### src/rtl/and_nway_pipe.sv
// N-input AND reduction: combinational result plus a registered (optionally per-level pipelined) result with valid.
// Define AND_NWAY_ZERO_IDX_EN to add zero_found / zero_idx (lowest zero-bit locator).
module and_nway_pipe #(
  parameter int NB_IN    = 8,
  parameter int PIPELINE = 1,
  parameter int FANIN    = 4
) (
  output logic             out,
  input  logic [NB_IN-1:0] ins,
  input  logic             clk,
  input  logic             rst,
  input  logic             in_valid,
  output logic             out_q,
  output logic             out_valid
`ifdef AND_NWAY_ZERO_IDX_EN
  ,
  output logic             zero_found,
  output logic [((NB_IN > 1) ? $clog2(NB_IN) : 1)-1:0] zero_idx
`endif
);

  function automatic int f_lvl_w(input int k);
    int w;
    w = NB_IN;
    for (int i = 0; i < k; i++) w = (w + FANIN - 1) / FANIN;
    return w;
  endfunction

  function automatic int f_levels();
    int w;
    int l;
    w = NB_IN;
    l = 0;
    for (int i = 0; i < 32; i++) begin
      if (w > 1) begin
        w = (w + FANIN - 1) / FANIN;
        l++;
      end
    end
    return (l < 1) ? 1 : l;
  endfunction

  function automatic int f_off(input int k);
    int s;
    s = 0;
    for (int i = 0; i < k; i++) s += f_lvl_w(i);
    return s;
  endfunction

  localparam int L      = f_levels();
  localparam int NODE_W = f_off(L);
  localparam int AND_W  = f_off(L + 1) - NB_IN;
  localparam int FIN    = AND_W - 1;

  // w_node packs tree levels 0..L-1 back to back; w_and packs each level's group results.
  logic [NODE_W-1:0] w_node;
  logic [AND_W-1:0]  w_and;
  logic              w_vld_fin;

  assign out = &ins;
  assign w_node[NB_IN-1:0] = ins;

  for (genvar k = 0; k < L; k++) begin : g_lvl
    localparam int WI = f_lvl_w(k);
    localparam int WO = f_lvl_w(k + 1);
    localparam int OI = f_off(k);
    localparam int OA = f_off(k + 1) - NB_IN;
    for (genvar g = 0; g < WO; g++) begin : g_grp
      logic [FANIN-1:0] w_grp;
      for (genvar j = 0; j < FANIN; j++) begin : g_leaf
        if (g * FANIN + j < WI) begin : g_real
          assign w_grp[j] = w_node[OI + g * FANIN + j];
        end else begin : g_pad
          assign w_grp[j] = 1'b1;
        end
      end
      assign w_and[OA + g] = &w_grp;
    end
  end

  if (L > 1) begin : g_mid
    localparam int MID_W = NODE_W - NB_IN;
    if (PIPELINE != 0) begin : g_pipe
      logic [MID_W-1:0] r_node_p;
      logic [L-2:0]     r_vld_p;

      // stage boundary: every intermediate tree level is registered
      always_ff @(posedge clk or posedge rst) begin
        if (rst) begin
          r_node_p <= '0;
          r_vld_p  <= '0;
        end else begin
          r_node_p   <= w_and[MID_W-1:0];
          r_vld_p[0] <= in_valid;
          for (int i = 1; i < L - 1; i++) r_vld_p[i] <= r_vld_p[i-1];
        end
      end

      assign w_node[NODE_W-1:NB_IN] = r_node_p;
      assign w_vld_fin = r_vld_p[L-2];
    end else begin : g_comb
      assign w_node[NODE_W-1:NB_IN] = w_and[MID_W-1:0];
      assign w_vld_fin = in_valid;
    end
  end else begin : g_single
    assign w_vld_fin = in_valid;
  end

  // stage boundary: final register holds its value between accepted results
  always_ff @(posedge clk or posedge rst) begin
    if (rst) begin
      out_q     <= 1'b0;
      out_valid <= 1'b0;
    end else begin
      out_valid <= w_vld_fin;
      if (w_vld_fin) out_q <= w_and[FIN];
    end
  end

`ifdef AND_NWAY_ZERO_IDX_EN
  localparam int ZW = (NB_IN > 1) ? $clog2(NB_IN) : 1;

  assign zero_found = ~out;

  always_comb begin
    zero_idx = '0;
    for (int i = NB_IN - 1; i >= 0; i--) begin
      if (!ins[i]) zero_idx = ZW'(i);
    end
  end
`endif

endmodule

### config.mk
export PLATFORM = sky130hd
export DESIGN_NAME = and_nway_pipe
export DESIGN_NICKNAME = d
export VERILOG_FILES = /design/src/rtl/and_nway_pipe.sv
export SDC_FILE = /design/constraint.sdc
export NUM_CORES = 1
export LEC_CHECK = 0
export CORE_AREA = 2 2 39 41
export CTS_CLUSTER_SIZE = 14
export DETAILED_ROUTE_END_ITERATION = 7
export DIE_AREA = 0 0 41 43
export GPL_TIMING_DRIVEN = 0
export PLACE_DENSITY = 0.41
export SYNTH_ARGS = -nofsm -noshare
export SYNTH_HDL_FRONTEND = slang
export SYNTH_SLANG_ARGS = --single-unit
### constraint.sdc
create_clock -name clk -period 1.1 [get_ports clk]
set_input_delay 0.11 -clock clk [delete_from_list [all_inputs] [get_ports clk]]
set_output_delay 0.11 -clock clk [all_outputs]
set_load 0.005 [all_outputs]
==> summary.md <==
| Metric | Value |
|---|---|
| Crit start category | flop |
| Worst Setup End Kind | output pin |
| Layout cells sized above 1 | 0.167 |
| CTS tree | done |
| Path type of the worst min-delay path | primary input to asynchronous set/reset pin |
| Synth top area cells | sky130_fd_sc_hd__dfrtp_1, sky130_fd_sc_hd__and4_1, sky130_fd_sc_hd__inv_1, sky130_fd_sc_hd__and2_1, sky130_fd_sc_hd__nand3_1 |
| Iteration-0 DRC Markers | 0 |
| Number of distinct library cell variants in the gate-level netlist after synthesis | 6 |
| Comb power frac | 0.079 |
| Worst path cell trace | dlygate4sd2_1 |
| Register area share after synthesis | 0.752 |
| Die footprint | 1760 µm² |
| Delay of the slowest cell on the worst path | 370 ps |
| Library cell occupying the most area in the post-synthesis netlist | sky130_fd_sc_hd__dfrtp_1 |
| Clock Tree Buf Depth | 2 |
| Worst endpoint required time | 990 ps |
| Number of input and output port buffers inserted | 13 |
| Period utilisation layout | 0.889 |
| Skew-Pair Late Insertion Delay | 240 ps |
| Area share of the largest cell type after synthesis | 0.752 |
| Family of cells with the greatest summed delay on the critical path | flip-flops |
| Synth Register Bits | 5 |
| Global-route wire length before repair | 662 µm |
| Cell at the root of the clock tree | sky130_fd_sc_hd__clkbuf_4 |
| Clock Power Share | 0.482 |
| Maxcap violations | 0 |
| Post-route cell area | 337 µm² |
| Area of the core | 1380 µm² |
| Placement-stage cell area | 317 µm² |
| # nets final | 42 |
| Synth Cell Area | 166 µm² |
| DRC Markers | 0 |
| DR WL/cell | 8.78 µm |
| Cell count after synthesis | 12 |
| P_leak | 0.000179 µW |
| Global routing usage summed across all routing layers | 0.0667 |
| Final Hold Viols | 0 |
| Status | finished, final reports clean |
| Final Total Pwr | 439 µW |
| Initial antenna violation count | 0 |
| Time the worst path needs with I/O delays and setup | 977 ps |
| Num ports | 14 |
| Part of the power in registers | 0.439 |
| Final Wtd Congestion | 0.641 |
| Average cell area after synthesis | 13.9 µm² |
| Setup repair after global routing missed its margin | false |
| Clock transition at the registers of the reported paths | 40 ps |
| Pin count of the biggest net entering global routing | 6 |
| CTS buffer count | 3 |
| Maximum level of the CTS H-tree | 1 |
| PwrDens | 1300 nW/µm² |
| Fill count | 160 |
| Growth of design area from synthesis to finish | 102% |
| Share of total power consumed by net switching | 0.196 |
| Net Sw Power | 85.9 µW |
| Internal Power | 353 µW |
| WP buf/inv | 1 |
| Detailed-route vias per instance | 3.35 |
| Global route overflow | 0 |
| Yosys warnings | 0 |
| Clk_skew | 3.57 ps |
| Tightest Pin Transition | 183 ps |
| Die Height | 43 µm |
| Final wirelength | 404 µm |
| Final antenna diode count | 0 |
| Number of global-route vias before repair | 166 |
| Slew HR | 0.878 |
| Worst voltage drop across the vdd grid | 0.000728 V |
| Final setup violation count | 0 |
| Std cell rows | 14 |
| Arrival @ worst endpoint | 870 ps |
| Critical-path cell with the highest stage delay | sky130_fd_sc_hd__dfrtp_1 |
| Initial standard-cell utilization of the core | 0.120 |
| Clock tree sinks | 5 |
| Net count after synthesis | 23 |
| Number of buffers inserted by hold repair at cts | 0 |
| Pre-Repair DR Iteration Count | 1 |
| Via count | 154 |
| Peak Freq | 1020 MHz |
| Maximum fanout count along the critical path | 2 |
| Crit Path Class | flop to output pin |
| Floorplan die width | 41 µm |
| Remaining number of nets flagged by the antenna check after routing | 0 |
| Final Max Slew Viols | 0 |
## placed cells by master, fill, tap and decap left out
master                            n
sky130_fd_sc_hd__and2_1           1
sky130_fd_sc_hd__and4_1           2
sky130_fd_sc_hd__buf_2            1
sky130_fd_sc_hd__buf_4            1
sky130_fd_sc_hd__clkbuf_1         1
sky130_fd_sc_hd__clkbuf_4         3
sky130_fd_sc_hd__clkdlybuf4s50_1  2
sky130_fd_sc_hd__dfrtp_1          5
sky130_fd_sc_hd__dlygate4sd2_1    9
sky130_fd_sc_hd__dlymetal6s2s_1   1
sky130_fd_sc_hd__inv_1            2
sky130_fd_sc_hd__nand3_1          1
sky130_fd_sc_hd__o21ai_0          1
## registers in the layout (all words and copies together), names as in the netlist
| signal | cells |
|---|---|
| g_mid.g_pipe.r_node_p | 2 |
| g_mid.g_pipe.r_vld_p | 1 |
| out_q | 1 |
| out_valid | 1 |
## layout make-up
cell class | instances | area [µm²] | share of cell area
clock buffers | 4 | 26.3 | 0.0781
inverters | 2 | 7.51 | 0.0223
multi-input cells | 5 | 33.8 | 0.100
flip-flops and latches | 5 | 125 | 0.372
well taps | 16 | 20.0 | 0.0595
repair buffers | 14 | 124 | 0.368
## worst reg2reg max path, delay by kind of cell, from the launching register on
family / cells / cell delay (ps)
AOI/OAI and AO/OA: 1 / 70
DFF: 1 / 380
and+or+nand+nor: 1 / 70
## worst paths after layout
| kind | startpoint | end | slack, ps | cells after the start |
|---|---|---|---|---|
| max | out_q$_DFFE_PP0P_ | out_q | 120 | 1 |
| min | rst | g_mid.g_pipe.r_vld_p$_DFF_PP0_ | 70 | 2 |
| max reg2reg | g_mid.g_pipe.r_vld_p$_DFF_PP0_ | out_q$_DFFE_PP0P_ | 470 | 2 |
| min reg2reg | g_mid.g_pipe.r_vld_p$_DFF_PP0_ | out_valid$_DFF_PP0_ | 390 | 0 |
| max in group asynchronous | rst | g_mid.g_pipe.r_node_p[1]$_DFF_PP0_ | 860 | 2 |
| min in group clk | ins[7] | g_mid.g_pipe.r_node_p[1]$_DFF_PP0_ | 280 | 3 |
## Yosys cell counts
| cell type | count |
|---|---|
| sky130_fd_sc_hd__dfrtp_1 | 5 |
| sky130_fd_sc_hd__and4_1 | 2 |
| sky130_fd_sc_hd__inv_1 | 2 |
| sky130_fd_sc_hd__and2_1 | 1 |
| sky130_fd_sc_hd__nand3_1 | 1 |
| sky130_fd_sc_hd__o21ai_0 | 1 |
## power groups by stage
stage / sequential, µW / combinational [µW] / clock (µW)
2_1_floorplan: 195 / 4.87 / 0
3_3_place_gp: 195 / 43.7 / 0
3_5_place_dp: 195 / 44.9 / 0
4_1_cts: 193 / 34.9 / 225
5_1_grt: 193 / 38.8 / 241
6_report: 192 / 34.7 / 212
## stage by stage
step / cells / util / setup TNS (ps) / setup WS, ps / hold slack [ps]
finish: 46 / 0.243 / 0 / 123 / 67.4
detailed placement: 41 / 0.229 / -402 / -402 / 326
floorplan: 12 / - / 0 / 497 / -111
global placement: 41 / 0.229 / -403 / -403 / 320
CTS: 45 / 0.236 / 0 / 1.47 / 68.6
global route: 46 / 0.243 / 0 / 74.2 / 79.6
## cell families (layout without fill, tap and decap cells)
family	count (synthesis)	in the layout	share of synthesized area
flops	5	5	0.752
simple gates	4	4	0.173
buf+inv	2	20	0.0451
compound gates	1	1	0.0300
## layer usage
metal  track usage  part of all wire  vias up  wire, µm
li1              -                 -       75         -
met1        0.0590              0.33       62       134
met2        0.0844              0.45       17       180
met3        0.0942              0.22        0        90
met4        0.0200                 0        0         0
met5             0                 0        -         0
## repair_timing
action	in CTS	in global routing
setup buffers	0	1
endpoints found under the setup margin	3	1
resized for setup	13	1
endpoints found under the hold margin	0	0
pin swaps	3	1
Note: power is estimated with default switching activity, not from simulation.
